File: config.mk
export PLATFORM = sky130hd
export DESIGN_NAME = freq_meas_ctrl
export DESIGN_NICKNAME = d
export VERILOG_FILES = /design/src/rtl/fsk_pkg.sv /design/src/rtl/period_divider.sv /design/src/rtl/freq_meas_ctrl.sv
export SDC_FILE = /design/constraint.sdc
export NUM_CORES = 1
export LEC_CHECK = 0
export ABC_AREA = 0
export ABC_CLOCK_PERIOD_IN_PS = 6400
export CAP_MARGIN = 20
export CORE_MARGIN = 2
export CORE_UTILIZATION = 55
export CTS_CLUSTER_SIZE = 24
export DETAILED_ROUTE_END_ITERATION = 10
export PLACE_DENSITY = 0.75
export REMOVE_ABC_BUFFERS = 1
export SETUP_SLACK_MARGIN = 0.15
export SYNTH_ARGS = -nofsm -noshare
export SYNTH_HDL_FRONTEND = slang
export SYNTH_HIERARCHICAL = 1
export SYNTH_SLANG_ARGS = --single-unit
export TNS_END_PERCENT = 100
File: constraint.sdc
create_clock -name clk -period 6.4 [get_ports clk]
set_input_delay 1.28 -clock clk [delete_from_list [all_inputs] [get_ports clk]]
set_output_delay 1.28 -clock clk [all_outputs]
set_load 0.03 [all_outputs]
File: src/rtl/fsk_pkg.sv
// -----------------------------------------------------------------------------
// fsk_pkg
// Shared types and constants for the FSK receiver frequency-measurement path.
//   meas_state_t : measurement controller FSM states
//   DIV_W        : divider operand / quotient width
//   DIV_LATENCY  : cycles from a divider start pulse to its done pulse
// -----------------------------------------------------------------------------
package fsk_pkg;

   localparam int unsigned DIV_W       = 32;
   localparam int unsigned DIV_LATENCY = 33;

   typedef enum logic [2:0] {
      StIdle,
      StArm,
      StCount,
      StDivide,
      StPublish
   } meas_state_t;

endpackage

File: src/rtl/period_divider.sv
// -----------------------------------------------------------------------------
// period_divider
// Iterative restoring divider, one quotient bit per cycle. A start pulse loads
// the operands; DIV_W iterations later quot holds num/den (truncated) and done
// pulses for one cycle, DIV_LATENCY cycles after start.
//   clk   in   clock
//   rst   in   synchronous active-high reset
//   abort in   return to idle immediately, no done pulse
//   start in   load num/den and begin (ignored while busy)
//   num   in   dividend
//   den   in   divisor (must be non-zero)
//   done  out  one-cycle pulse when quot is valid
//   quot  out  quotient
// -----------------------------------------------------------------------------
module period_divider
   import fsk_pkg::*;
(
   input  logic             clk,
   input  logic             rst,
   input  logic             abort,
   input  logic             start,
   input  logic [DIV_W-1:0] num,
   input  logic [DIV_W-1:0] den,
   output logic             done,
   output logic [DIV_W-1:0] quot
);

   localparam int unsigned IterW = $clog2(DIV_W);
   localparam logic [IterW-1:0] LastIter = IterW'(DIV_W - 1);

   logic             busy_q, busy_d;
   logic             done_q, done_d;
   logic [IterW-1:0] iter_q, iter_d;
   logic [DIV_W-1:0] rem_q, rem_d;
   logic [DIV_W-1:0] quot_q, quot_d;
   logic [DIV_W-1:0] den_q, den_d;
   logic [DIV_W:0]   rem_shift;
   logic [DIV_W:0]   rem_sub;

   always_comb begin
      busy_d = busy_q;
      done_d = 1'b0;
      iter_d = iter_q;
      rem_d  = rem_q;
      quot_d = quot_q;
      den_d  = den_q;
      // quot_q doubles as the dividend shift register during iteration
      rem_shift = {rem_q, quot_q[DIV_W-1]};
      rem_sub   = rem_shift - {1'b0, den_q};
      if (abort) begin
         busy_d = 1'b0;
      end else if (busy_q) begin
         // MSB of the difference set means it borrowed: keep the shifted remainder
         if (!rem_sub[DIV_W]) begin
            rem_d  = rem_sub[DIV_W-1:0];
            quot_d = {quot_q[DIV_W-2:0], 1'b1};
         end else begin
            rem_d  = rem_shift[DIV_W-1:0];
            quot_d = {quot_q[DIV_W-2:0], 1'b0};
         end
         iter_d = iter_q + 1'b1;
         if (iter_q == LastIter) begin
            busy_d = 1'b0;
            done_d = 1'b1;
         end
      end else if (start) begin
         busy_d = 1'b1;
         iter_d = '0;
         rem_d  = '0;
         quot_d = num;
         den_d  = den;
      end
   end

   always_ff @(posedge clk) begin
      if (rst) begin
         busy_q <= 1'b0;
         done_q <= 1'b0;
         iter_q <= '0;
         rem_q  <= '0;
         quot_q <= '0;
         den_q  <= '0;
      end else begin
         busy_q <= busy_d;
         done_q <= done_d;
         iter_q <= iter_d;
         rem_q  <= rem_d;
         quot_q <= quot_d;
         den_q  <= den_d;
      end
   end

   assign done = done_q;
   assign quot = quot_q;

endmodule

File: src/rtl/freq_meas_ctrl.sv
// -----------------------------------------------------------------------------
// freq_meas_ctrl
// Synchronizes the FSK demodulator square wave, times AVG_CYCLES input periods
// in clk cycles, divides CLOCK_FREQ*AVG_CYCLES by that count and publishes the
// frequency in Hz. Short periods are rejected as glitches; missing edges time
// out and publish 0.
//   clk        in   system clock (CLOCK_FREQ Hz)
//   rst        in   synchronous active-high reset
//   signal_in  in   asynchronous FSK square-wave input
//   enable     in   run measurements while high
//   freq_out   out  last published frequency in Hz
//   freq_valid out  one-cycle pulse when freq_out updates
//   timeout    out  one-cycle pulse when no period completes within the limit
//   busy       out  high in every state except idle
// -----------------------------------------------------------------------------
module freq_meas_ctrl
   import fsk_pkg::*;
#(
   parameter int unsigned CLOCK_FREQ = 200000000,
   parameter int unsigned AVG_CYCLES = 2,
   parameter int unsigned MIN_PERIOD = 4,
   parameter int unsigned MAX_PERIOD = 16777216
) (
   input  logic        clk,
   input  logic        rst,
   input  logic        signal_in,
   input  logic        enable,
   output logic [31:0] freq_out,
   output logic        freq_valid,
   output logic        timeout,
   output logic        busy
);

   localparam logic [DIV_W-1:0] DivNum   = DIV_W'(CLOCK_FREQ * AVG_CYCLES);
   localparam logic [31:0]      MinTotal = 32'(MIN_PERIOD * AVG_CYCLES);
   localparam logic [31:0]      CntLimit = 32'(MAX_PERIOD * AVG_CYCLES);
   localparam logic [4:0]       LastEdge = 5'(AVG_CYCLES - 1);

   logic        sync1_q, sync2_q, sync3_q;
   logic        rise;

   meas_state_t state_q, state_d;
   logic [31:0] cnt_q, cnt_d;
   logic [4:0]  edges_q, edges_d;
   logic [31:0] total_q, total_d;
   logic        started_q, started_d;
   logic [31:0] freq_out_q, freq_out_d;
   logic        freq_valid_q, freq_valid_d;
   logic        timeout_q, timeout_d;

   logic        div_start;
   logic        div_abort;
   logic        div_done;
   logic [31:0] div_quot;

   // Fixed 3-cycle delay on every edge, so measured periods are unaffected
   always_ff @(posedge clk) begin
      if (rst) begin
         sync1_q <= 1'b0;
         sync2_q <= 1'b0;
         sync3_q <= 1'b0;
      end else begin
         sync1_q <= signal_in;
         sync2_q <= sync1_q;
         sync3_q <= sync2_q;
      end
   end

   assign rise = sync2_q & ~sync3_q;

   period_divider u_div (
      .clk   (clk),
      .rst   (rst),
      .abort (div_abort),
      .start (div_start),
      .num   (DivNum),
      .den   (total_q),
      .done  (div_done),
      .quot  (div_quot)
   );

   always_comb begin
      state_d      = state_q;
      cnt_d        = cnt_q;
      edges_d      = edges_q;
      total_d      = total_q;
      started_d    = started_q;
      freq_out_d   = freq_out_q;
      freq_valid_d = 1'b0;
      timeout_d    = 1'b0;
      div_start    = 1'b0;
      div_abort    = 1'b0;

      // Disable wins over everything, including a coincident div_done
      if (state_q != StIdle && !enable) begin
         state_d   = StIdle;
         div_abort = 1'b1;
         started_d = 1'b0;
      end else begin
         unique case (state_q)
            StIdle: begin
               if (enable) state_d = StArm;
            end
            StArm: begin
               if (rise) begin
                  cnt_d   = 32'd1;
                  edges_d = '0;
                  state_d = StCount;
               end
            end
            StCount: begin
               // Final edge on the limit cycle counts as completion
               if (rise && edges_q == LastEdge) begin
                  total_d   = cnt_q;
                  started_d = 1'b0;
                  state_d   = (cnt_q < MinTotal) ? StArm : StDivide;
               end else if (cnt_q >= CntLimit) begin
                  freq_out_d   = '0;
                  freq_valid_d = 1'b1;
                  timeout_d    = 1'b1;
                  state_d      = StArm;
               end else begin
                  cnt_d = cnt_q + 32'd1;
                  if (rise) edges_d = edges_q + 5'd1;
               end
            end
            StDivide: begin
               if (!started_q) begin
                  div_start = 1'b1;
                  started_d = 1'b1;
               end else if (div_done) begin
                  freq_out_d   = div_quot;
                  freq_valid_d = 1'b1;
                  state_d      = StPublish;
               end
            end
            StPublish: begin
               // Strobe is already out this cycle; re-arm for a fresh edge
               state_d = StArm;
            end
            default: begin
               state_d = StIdle;
            end
         endcase
      end
   end

   always_ff @(posedge clk) begin
      if (rst) begin
         state_q      <= StIdle;
         cnt_q        <= '0;
         edges_q      <= '0;
         total_q      <= '0;
         started_q    <= 1'b0;
         freq_out_q   <= '0;
         freq_valid_q <= 1'b0;
         timeout_q    <= 1'b0;
      end else begin
         state_q      <= state_d;
         cnt_q        <= cnt_d;
         edges_q      <= edges_d;
         total_q      <= total_d;
         started_q    <= started_d;
         freq_out_q   <= freq_out_d;
         freq_valid_q <= freq_valid_d;
         timeout_q    <= timeout_d;
      end
   end

   assign freq_out   = freq_out_q;
   assign freq_valid = freq_valid_q;
   assign timeout    = timeout_q;
   assign busy       = (state_q != StIdle);

endmodule
# After elaboration in Yosys (flattened, before gate mapping)
# Cells that the tools add are included.
word_totals:
  output_inout_bits: 35
  word_cells: 110
  mem_count: 0
  mem_bits_rw: 0
  reg_bits: 213
  latchBits: 0
  mem_bits_ro: 0
  input_bits: 4
classes:
  mux: 45
  mul: 0
  n_lt_le_gt_ge: 2
  reduce_logical: 20
  n_shift: 0
  n_bitwise: 6
  addsub: 4
  n_eq_ne: 16
  div: 0
ops:
  columns: ["op", "n"]
  rows:
  - ["$mux 32", 12]
  - ["$pmux 32 s2", 2]
  - ["$sub 33x32->33", 1]
  - ["$add 32x1->32 const B", 1]
  - ["$ge 32x26->1 const B", 1]
  - ["$lt 32x4->1 const B", 1]
  - ["$mux 5", 6]
  - ["$mux 3", 6]
  - ["$ne 2x2->1 const B", 8]
  - ["$pmux 3 s5", 1]
  - ["$mux 1", 14]
  - ["$reduce_and 6->1", 2]
  - ["$add 5x1->5 const B", 2]
  - ["$pmux 5 s2", 1]
  - ["$reduce_and 5->1", 2]
  - ["$eq 3x2->1 const B", 2]
  - ["$reduce_and 3->1", 2]
  - ["$reduce_bool 2->1", 3]
  - ["$reduce_or 3->1", 2]
  - ["$eq 5x1->1 const B", 1]
  - ["$eq 5x5->1 const B", 1]
  - ["$not 1->1", 5]
  - ["$pmux 1 s2", 2]
  - ["$reduce_and 2->1", 2]
  - ["other kinds (11)", 13]

# Logic depth before layout (Yosys ltp)
# Gate-level depths: netlist (run 1).
logic_depth:
  depth_word: 6
  ltp_mapped: 16
  depth_no_buf: 14

# Cells and area by module
# The synthesis (run 1) kept the hierarchy.
modules_own_cells:
  columns: ["mod", "instances", "area_per_inst_um2", "cells_per_inst", "seq_area_each_um2"]
  rows:
  - ["period_divider", 1, 6049.6, 809, 2062.0]
  - ["freq_meas_ctrl", 1, 4531.8, 525, 2202.1]

# Worst setup path after synthesis (run 1)
# No wires, ideal clock.
synth_path:
  kind: "flip-flop to flip-flop"
  start: "register u_div.quot_q[31] (netlist: u_div/quot[31])"
  end: "register u_div.rem_q[18]"
  t_required_ns: 6.278
  setup_time_ns: 0.122
  path_stages_with_launch: 17
  t_arrival_ns: 2.956
  period_less_slack_ns: 3.078
  path_buffers: 2
  slack_ns: 3.322
  path_cell_list: "dfxtp_1 > inv_1 > ha_1 > inv_1 > fa_1 > a21o_1 > a21o_1 > a21o_1 > a21o_1 > a31oi_4 > o2bb2ai_2 > o21a_1 > buf_6 > or2_1 > buf_6 > a32oi_1 > o21ai_1"
synth_via:
  elab_chain_cells: 3
synth_lines:
  columns: ["element", "line_no", "rtl"]
  rows:
  - ["from (decl)", "period_divider.sv:35", "logic [DIV_W-1:0] quot_q, quot_d;"]
  - ["from (signal assigned)", "period_divider.sv:88", "quot_q <= quot_d;"]
  - ["$sub 33x32->33", "period_divider.sv:49", "rem_sub = rem_shift - {1'b0, den_q};"]
  - ["$mux 32", "period_divider.sv:54", "if (!rem_sub[DIV_W]) begin"]
  - ["$mux 32", "period_divider.sv:52", "end else if (busy_q) begin"]
  - ["to (signal assigned)", "period_divider.sv:87", "rem_q <= rem_d;"]
  - ["to (decl)", "period_divider.sv:34", "logic [DIV_W-1:0] rem_q, rem_d;"]
# Every way passes these cells.
# A chain may end at the register's enable or synchronous reset.

# Final worst setup path (run 1)
layout_path:
  start: "register u_div.quot_q[31] (netlist: u_div/quot[31])"
  end: "register u_div.rem_q[15]"
# Same word-level chain as after synthesis.

==> run_results.csv, run 1 <==
group,metric,value,unit
die,start_util,0.564,
outcome,status,"complete, no violations",
worst_setup_path,setup.worst_path.end_class,"flip-flop",
worst_setup_path,cpPeakStageDelay,0.54,ns
cells_and_area,design_area,11800,um2
synthesis,netlist_area,10600,um2
synthesis,synth_edf_count,0,
synthesis,syn_avg_cell_area,7.93,um2
worst_setup_path,crit_chain,"inv_1 -> ha_1 -> inv_1 -> fa_1 -> a21o_1 -> a21o_1 -> a21o_1 -> a21o_1 -> a31oi_4 -> o2bb2ai_2 -> o21a_1 -> nor2_8 -> mux2i_1 -> o21ai_1",
cells_and_area,finish.utilization,0.631,
die,io_pins,39,
synthesis,ys_types,75,
cells_and_area,final_cell_mix,"212 x dfxtp_1, 201 x nand2_1, 155 x a21oi_1",
synthesis,synth_xor_xnor_area_share,0.0257,
die,die_w,143,um
worst_setup_path,critPathMaxFanout,25,
sta,tns,0,ns
placement,port_buffers,38,
cells_and_area,final_common_cell,"dfxtp_1",
synthesis,syn_inst,1334,
pwr,ir_worst_vdd,0.204,mV
worst_setup_path,crit_top_cell,"a21o_1",
worst_setup_path,cpLargestDelayFamily,"compound AO/OA/AOI/OAI gates",
worst_setup_path,worst-path-buf-inv,2,
clock_tree,clock_latency,0.52,ns
global_route,antenna_found_initial,0,
synthesis,ys_async_sr_fraction,0,
worst_setup_path,cp.required,6.79,ns
pwr,p_per_area,249,nW/um2
cells_and_area,final_cells,1601,
synthesis,ys.flop_type,"dfxtp_1",
cells_and_area,layout-drive-gt1-share,0.0614,
sta,worst_slack,2.67,ns
sta,post-route-period-util,0.583,
synthesis,ys_seq_area_frac,0.403,
drt,routedWlPerCell,14.4,um
cells_and_area,syn2layout_area_growth,12.0,%
global_route,grt_max_degree,81,
worst_setup_path,worstSetupPathType,"flip-flop to flip-flop",
placement,gp_congestion,0.903,
clock_tree,cts_root_buf,"clkbuf_16",
min_path,hold_class,"flip-flop to flip-flop",
worst_setup_path,cpMaxStageDelayCell,"nor2_8",
sta,worst_pin_slew,1.08,ns
placement,placed_area,11100,um2
sta,fin_skew,0.00743,ns
clock_tree,cts-hold-fix-buffers,0,
drt,via_count,9077,
clock_tree,post-cts-setup-buffer-count,0,
global_route,grt_pass1_wl,39.1,mm
sta,finalSetupViolations,0,
sta,rsz0062_at_grt,"no",
synthesis,ys_warn_count,6,
sta,min_period,3.73,ns
synthesis,synthMuxAreaShare,0.0284,
clock_tree,cts_max_level,1,
global_route,gr-total-overflow,0,
synthesis,synthAdderAreaFrac,0.0456,
clock_tree,cts_resized,0,
clock_tree,path_clk_slew,0.06,ns
global_route,grt_pass1_vias,8199,
sta,hold_viol,0,
drt,drt-total-wl,23.1,mm
global_route,grt.total_usage,0.227,
sta,slew_headroom,0.283,
drt,drtIter0Drc,612,
placement,place_ws,2.22,ns
die,row_count,50,
clock_tree,cts_buffer_depth,3,
drt,first_pass_iters,5,
cells_and_area,nets,1395,
drt,vias_per_cell,5.67,
sta,whs,0.439,ns
synthesis,netlist.area_leader.share,0.403,
drt,post-route-drc-count,0,
drt,ant_nets,0,
job,max-cap-violations,0,
worst_setup_path,start_kind,"flip-flop",
placement,place_inst,1562,
die,core,18800,um2
clock_tree,clock_sinks,213,
sta,slew_viol_final,0,
die,die_area,20400,um2
synthesis,synth_seq_cells,213,
synthesis,synthTopCellsByArea,"dfxtp_1 40%, a21oi_1 7.3%, nand2_1 7.1%",
synthesis,synth_compound_area_frac,0.193,
synthesis,synth_area_leader_cell,"dfxtp_1",
clock_tree,tritoncts.num_buffers,23,
die,die_h,143,um
pwr,p_leak,4.56,nW
pwr,total_power,2.95,mW
sta,fmax,268,MHz
synthesis,synthSimpleGateAreaFrac,0.250,
synthesis,synth_top_family_by_area,"simple AND/OR/NAND/NOR gates",
worst_setup_path,crit_arrival,4.12,ns
cells_and_area,diodes,0,
clock_tree,cts_tree,"done",
placement,dpl.hpwl,15.4,mm
-- sequential cells by signal (all words and copies together) (netlist names), 3 cells and up --
register,count
cnt_q,32
edges_q,5
freq_out,32
state_q,3
total_q,32
u_div/den_q,32
u_div/iter_q,5
u_div/quot,32
u_div/rem_q,32
-- cell type report --
cell class / instances / area [um2]
inverters: 44 / 165
flip-flops and latches: 213 / 4270
repair buffers: 48 / 473
clock inverters: 15 / 179
multi-input cells: 1023 / 5880
fillers: 1617 / 6920
clock buffers: 24 / 589
well taps: 234 / 293
-- synth_stat cells, types with 9 or more instances --
| cell | number |
|---|---|
| o21ai_0 | 22 |
| o31ai_1 | 19 |
| dfxtp_1 | 213 |
| nand4_1 | 14 |
| and2_1 | 9 |
| nor2_1 | 155 |
| or4_1 | 18 |
| xor2_1 | 15 |
| nor3_1 | 50 |
| o21ai_1 | 29 |
| clkbuf_1 | 55 |
| ha_1 | 37 |
| nor4_1 | 11 |
| buf_2 | 12 |
| nand3_1 | 22 |
| a22oi_1 | 32 |
| mux2i_1 | 30 |
| nand2_1 | 201 |
| a21o_1 | 19 |
| or3_1 | 9 |
| nand2b_1 | 9 |
| a21oi_1 | 155 |
| xnor2_1 | 16 |
| nor2b_1 | 36 |
| inv_1 | 44 |
-- worst paths after layout --
kind	start	cells after the start	to	slack, ns
max	u_div/quot[31]	14	u_div/rem_q[15]	2.67
min	sync1_q	1	sync2_q	0.44
max reg2reg	u_div/quot[31]	14	u_div/rem_q[15]	2.67
min reg2reg	sync1_q	1	sync2_q	0.44
-- cell families after synthesis --
family | after synthesis
AND/OR/NAND/NOR | 563
AO/OA/AOI/OAI | 329
flip-flops | 213
buffers and inverters | 128
adder cells (fa/ha/maj) | 38
XOR/XNOR | 31
multiplexers | 30
other | 2
-- worst register-to-register path, cell delays in order (launching register included) --
cell and delay [ns]:
dfxtp_1 0.33, inv_1 0.08, ha_1 0.16, inv_1 0.06
fa_1 0.41, a21o_1 0.20, a21o_1 0.19, a21o_1 0.19
a21o_1 0.23, a31oi_4 0.30, o2bb2ai_2 0.15, o21a_1 0.38
nor2_8 0.54, mux2i_1 0.30, o21ai_1 0.08
-- report_power, final --
group	switching (mW)	internal (mW)
logic	0.141	0.0707
registers	0.0331	1.35
clock network	0.558	0.796
-- metal layers --
| metal | track usage | vias up | wire (um) |
|---|---|---|---|
| met5 | 0 | - | 0 |
| met4 | 0.0735 | 0 | 584 |
| met3 | 0.0329 | 51 | 1080 |
| met2 | 0.355 | 186 | 10400 |
| met1 | 0.323 | 4179 | 11000 |
| li1 | - | 4661 | - |
Power figures use the tool's default switching activity.
==> inputs of run 2 (changes only) <==
--- a/config.mk
+++ b/config.mk
@@ -6,13 +6,13 @@
 export NUM_CORES = 1
 export LEC_CHECK = 0
 export ABC_AREA = 0
-export ABC_CLOCK_PERIOD_IN_PS = 6400
+export ABC_CLOCK_PERIOD_IN_PS = 3300
 export CAP_MARGIN = 20
 export CORE_MARGIN = 2
 export CORE_UTILIZATION = 55
 export CTS_CLUSTER_SIZE = 24
 export DETAILED_ROUTE_END_ITERATION = 10
-export PLACE_DENSITY = 0.75
+export PLACE_DENSITY = 0.78
 export REMOVE_ABC_BUFFERS = 1
 export SETUP_SLACK_MARGIN = 0.15
 export SYNTH_ARGS = -nofsm -noshare
==> constraint.sdc (replaced) <==
create_clock -name clk -period 3.3 [get_ports clk]
set_input_delay 0.66 -clock clk [delete_from_list [all_inputs] [get_ports clk]]
set_output_delay 0.66 -clock clk [all_outputs]
set_load 0.03 [all_outputs]
==> run 2 against run 1 <==
- register-to-register slack worse by 2.4 ns
- core utilization is 1.2 points higher
- highest routed layer unchanged
- critical path depth is 1 higher
- critical endpoint is now u_div/rem_q[22]
- flip-flop and latch count stayed put
- clock power is 89% higher
==> run_results.csv, run 2 (synthesis gave the netlist of run 1 again) <==
group,metric,value,unit
drt,first_pass_iters,6,
worst_setup_path,worstSetupPathType,"flip-flop to flip-flop",
clock_tree,cts_root_buf,"clkbuf_16",
worst_setup_path,crit_arrival,3.47,ns
sta,worst_pin_slew,0.947,ns
sta,tns,0,ns
placement,port_buffers,38,
drt,drtIter0Drc,631,
pwr,total_power,5.67,mW
sta,post-route-period-util,0.931,
die,io_pins,39,
pwr,p_leak,4.68,nW
global_route,antenna_found_initial,0,
drt,vias_per_cell,5.66,
sta,hold_viol,0,
die,start_util,0.564,
worst_setup_path,worst-path-buf-inv,3,
drt,post-route-drc-count,0,
sta,fmax,325,MHz
sta,slew_viol_final,0,
clock_tree,cts_buffer_depth,3,
die,row_count,50,
drt,ant_nets,0,
worst_setup_path,start_kind,"flip-flop",
drt,drt-total-wl,24.1,mm
sta,min_period,3.07,ns
global_route,grt_pass1_vias,8638,
sta,finalSetupViolations,0,
cells_and_area,nets,1416,
pwr,ir_worst_vdd,0.372,mV
worst_setup_path,cpLargestDelayFamily,"compound AO/OA/AOI/OAI gates",
clock_tree,cts-hold-fix-buffers,0,
sta,slew_headroom,0.368,
cells_and_area,final_cell_mix,"211 x dfxtp_1, 201 x nand2_1, 155 x a21oi_1",
clock_tree,tritoncts.num_buffers,23,
drt,wirelength_met1,11.2,mm
worst_setup_path,cpPeakStageDelay,0.37,ns
worst_setup_path,cpMaxStageDelayCell,"fa_2",
clock_tree,path_clk_slew,0.06,ns
outcome,status,"complete, no violations",
sta,whs,0.434,ns
global_route,grt.total_usage,0.234,
drt,routedWlPerCell,14.8,um
worst_setup_path,crit_chain,"inv_2 -> ha_1 -> inv_1 -> fa_2 -> a21o_1 -> a21o_1 -> a21o_1 -> a21o_1 -> a31oi_4 -> o2bb2ai_4 -> o21a_4 -> nor2_8 -> buf_12 -> mux2i_2 -> o21ai_1",
cells_and_area,diodes,0,
cells_and_area,syn2layout_area_growth,14.1,%
worst_setup_path,setup.worst_path.end_class,"flip-flop",
placement,dpl.hpwl,15.9,mm
sta,rsz0062_at_grt,"no",
clock_tree,cts_max_level,1,
die,die_w,143,um
global_route,grt_max_degree,89,
drt,via_count,9191,
worst_setup_path,critPathMaxFanout,7,
job,max-cap-violations,0,
clock_tree,clock_sinks,213,
min_path,hold_class,"flip-flop to flip-flop",
worst_setup_path,cp.required,3.69,ns
global_route,gr-total-overflow,0,
die,core,18800,um2
die,die_h,143,um
cells_and_area,layout-drive-gt1-share,0.0770,
global_route,grt_pass1_wl,40.2,mm
die,die_area,20400,um2
drt,wl_met3,1.10,mm
pwr,p_per_area,470,nW/um2
sta,fin_skew,0.0182,ns
cells_and_area,final_common_cell,"dfxtp_1",
worst_setup_path,crit_top_cell,"a21o_1",
cells_and_area,fill_cells,1593,
drt,top_layer_used,"met4",
placement,gp_congestion,0.925,
drt,met2_wirelength,11.3,mm
clock_tree,clock_latency,0.52,ns
cells_and_area,finish.utilization,0.643,
clock_tree,cts_tree,"done",
[run 2: area by class of cell]
| class | count | area [um2] | share of cell area |
|---|---|---|---|
| Timing Repair Buffer | 69 | 674 | 0.0559 |
| Multi-Input combinational cell | 1023 | 5920 | 0.490 |
| Sequential cell | 213 | 4270 | 0.353 |
| Inverter | 44 | 165 | 0.0137 |
| Clock buffer | 37 | 698 | 0.0578 |
| Clock inverter | 4 | 60.1 | 0.00497 |
| Tap cell | 234 | 293 | 0.0242 |
[run 2: per-layer routing]
metal,vias up,GRT usage
li1,4689,-
met1,4268,0.317
met2,197,0.395
met3,37,0.0362
met4,0,0.0558
met5,-,0
[run 2: worst paths after layout]
| path | from | to | slack (ns) | depth (start not counted) |
|---|---|---|---|---|
| worst min-delay path | sync1_q | sync2_q | 0.43 | 1 |
| worst max register to register | u_div/quot[31] | u_div/rem_q[22] | 0.23 | 15 |
| worst min register to register | sync1_q | sync2_q | 0.43 | 1 |
| worst max-delay path | u_div/quot[31] | u_div/rem_q[22] | 0.23 | 15 |
[run 2: timing repair]
action | CTS | global route
setup buffers | 3 | 2
endpoints found under the setup margin | 21 | 33
gates cloned | 0 | 2
pin swaps | 1 | 8
gates resized for setup | 3 | 9
[run 2: report_power, final]
group / total [mW] / internal (mW) / switching [mW]
registers: 2.68 / 2.62 / 0.0597
clock network: 2.55 / 1.53 / 1.02
logic: 0.437 / 0.150 / 0.287
total: 5.67 / 4.30 / 1.37
[run 2: stage by stage]
step | instance area [um2] | setup WS (ns) | cells
after floorplan | 10300 | -1.77 | 1280
after global placement | 11200 | 0.125 | 1576
after detailed placement | 11200 | 0.0436 | 1576
after CTS | 12000 | 0.145 | 1620
after global routing | 12100 | 0.131 | 1624
final | 12100 | 0.228 | 1624
==> inputs of run 3 (changes only) <==
--- a/config.mk
+++ b/config.mk
@@ -6,13 +6,13 @@
 export NUM_CORES = 1
 export LEC_CHECK = 0
 export ABC_AREA = 0
-export ABC_CLOCK_PERIOD_IN_PS = 3300
+export ABC_CLOCK_PERIOD_IN_PS = 4000
 export CAP_MARGIN = 20
 export CORE_MARGIN = 2
 export CORE_UTILIZATION = 55
 export CTS_CLUSTER_SIZE = 24
 export DETAILED_ROUTE_END_ITERATION = 10
-export PLACE_DENSITY = 0.78
+export PLACE_DENSITY = 0.75
 export REMOVE_ABC_BUFFERS = 1
 export SETUP_SLACK_MARGIN = 0.15
 export SYNTH_ARGS = -nofsm -noshare
==> constraint.sdc (replaced) <==
create_clock -name clk -period 4 [get_ports clk]
set_input_delay 0.8 -clock clk [delete_from_list [all_inputs] [get_ports clk]]
set_output_delay 0.8 -clock clk [all_outputs]
set_load 0.03 [all_outputs]
==> run 3 against run 2 <==
- clock power shrank 7.8%
- worst hold slack gained 0.0055 ns
- first-iteration DRC count down 0.63%
- final area fell by 0.89%
- count of clock-buffer cells in the layout stayed put
- critical path type unchanged
- largest power group is now the clock network
- highest routed layer unchanged
==> run_results.csv, run 3 (synthesis gave the netlist of run 1 again) <==
group,metric,value,unit
cells_and_area,syn2layout_area_growth,13.1,%
sta,post-route-period-util,0.905,
drt,drt-total-wl,23.7,mm
clock_tree,path_clk_slew,0.06,ns
drt,first_pass_iters,5,
die,die_w,143,um
worst_setup_path,endpoint,"u_div/rem_q[0]",
cells_and_area,final_common_cell,"dfxtp_1",
clock_tree,cts_resized,0,
pwr,p_per_area,411,nW/um2
min_path,hold_class,"flip-flop to flip-flop",
pwr,power.share.switching,0.232,
worst_setup_path,regToRegStartpoint,"u_div/quot[31]",
outcome,status,"complete, no violations",
pwr,power_frac_seq,0.451,
clock_tree,clock_sinks,213,
global_route,gr-total-overflow,0,
sta,rsz0062_at_grt,"no",
worst_setup_path,critPathMaxFanout,25,
sta,slew_headroom,0.427,
die,die_area,20400,um2
drt,via_count,9069,
pwr,ir_worst_vdd,0.338,mV
sta,fmax,276,MHz
worst_setup_path,cp.required,4.45,ns
clock_tree,post-cts-setup-buffer-count,0,
clock_tree,cts_buffer_depth,3,
worst_setup_path,cpMaxStageDelayCell,"nor2_8",
cells_and_area,diodes,0,
cells_and_area,final_cell_mix,"212 x dfxtp_1, 201 x nand2_1, 155 x a21oi_1",
placement,place_ws,0.426,ns
die,die_h,143,um
clock_tree,clock_latency,0.51,ns
sta,worst_pin_slew,0.857,ns
worst_setup_path,r2r_slack,0.38,ns
cells_and_area,layout-drive-gt1-share,0.0639,
sta,worst_slack,0.380,ns
worst_setup_path,crit_arrival,4.07,ns
worst_setup_path,worstSetupPathType,"flip-flop to flip-flop",
pwr,netSwitchingPower,1.14,mW
drt,routedWlPerCell,14.7,um
sta,fin_skew,0.00971,ns
pwr,p_clk_frac,0.478,
worst_setup_path,crit_top_cell,"a21o_1",
drt,post-route-drc-count,0,
pwr,internal_power,3.77,mW
cells_and_area,nets,1402,
drt,drtIter0Drc,627,
job,max-cap-violations,0,
worst_setup_path,r2r_cells,14,
pwr,p_leak,4.62,nW
clock_tree,cts_tree,"done",
drt,vias_per_cell,5.63,
clock_tree,cts_root_buf,"clkbuf_16",
global_route,grt_pass1_wl,40.4,mm
cells_and_area,finish.utilization,0.638,
sta,slew_viol_final,0,
die,io_pins,39,
die,start_util,0.564,
worst_setup_path,start_kind,"flip-flop",
clock_tree,cts-hold-fix-buffers,0,
clock_tree,tritoncts.num_buffers,24,
worst_setup_path,setup.worst_path.end_class,"flip-flop",
sta,min_period,3.62,ns
worst_setup_path,cpPeakStageDelay,0.53,ns
worst_setup_path,worstSetupStartpoint,"u_div/quot[31]",
clock_tree,cts_max_level,1,
placement,gp_congestion,0.950,
die,core,18800,um2
sta,hold_viol,0,
placement,port_buffers,38,
global_route,grt.total_usage,0.235,
drt,ant_nets,0,
global_route,grt_pass1_vias,8385,
sta,finalSetupViolations,0,
worst_setup_path,worstReg2RegEnd,"u_div/rem_q[0]",
global_route,grt_max_degree,68,
pwr,total_power,4.91,mW
die,row_count,50,
placement,dpl.hpwl,15.5,mm
pwr,pwr-share-comb,0.072,
global_route,antenna_found_initial,0,
worst_setup_path,crit_chain,"inv_1 -> ha_1 -> inv_1 -> fa_1 -> a21o_1 -> a21o_1 -> a21o_1 -> a21o_1 -> a31oi_4 -> o2bb2ai_2 -> o21a_1 -> nor2_8 -> mux2i_1 -> a22o_1",
run 3: cell types whose count changed in the layout (fill, tap and decap cells not counted), sizes merged:
| cell | before | now |
|---|---|---|
| bufinv | 1 | 4 |
| clkbuf | 39 | 37 |
| buf | 30 | 17 |
| inv | 45 | 44 |
run 3: power groups by stage:
stage	Sequential (mW)	Combinational (mW)	Clock, mW
3_3_place_gp	2.26	0.343	0
5_1_grt	2.22	0.398	2.49
6_report	2.22	0.352	2.35
2_1_floorplan	2.25	0.233	0
4_1_cts	2.21	0.351	2.39
3_5_place_dp	2.26	0.348	0
run 3: through the flow:
stage               setup TNS [ns]  std cells  hold WS, ns  area [um2]
finish                           0       1611        0.440       12000
global route                     0       1611        0.461       12000
CTS                              0       1611        0.440       12000
detailed placement               0       1568        0.427       11100
global placement                 0       1568        0.422       11100
floorplan                   -72.51       1280        0.414       10300
run 3: how the worst min path moves through the flow:
stage | from | slack [ns] | cells past startpoint | endpoint
after global routing | sync1_q | 0.46 | 1 | sync2_q
after detailed placement | sync1_q | 0.43 | 1 | sync2_q
after floorplan | sync1_q | 0.41 | 1 | sync2_q
after CTS | sync1_q | 0.44 | 1 | sync2_q
final | sync1_q | 0.44 | 1 | sync2_q
after global placement | sync1_q | 0.42 | 1 | sync2_q
run 3: area by class of cell:
type | instances | area (um2)
Timing Repair Buffer | 54 | 498
Sequential cell | 213 | 4270
Multi-Input combinational cell | 1023 | 5880
Tap cell | 234 | 293
Fill cell | 1668 | 6800
Clock inverter | 6 | 141
Clock buffer | 37 | 719
Inverter | 44 | 165
run 3: metal layers:
metal	global-route usage	wire length [um]	up-vias
met1	0.331	11400	4197
li1	-	-	4663
met5	0	0	-
met2	0.383	10800	168
met4	0.0573	527	0
met3	0.0342	942	41
run 3: worst max-delay path: cells and delay by family (launching register included):
kind            cells  cell delay, ns
buf+inv             2            0.12
simple gates        1            0.53
flops               1            0.32
compound gates      8            1.69
fa+ha+maj           2            0.57
mux                 1            0.29
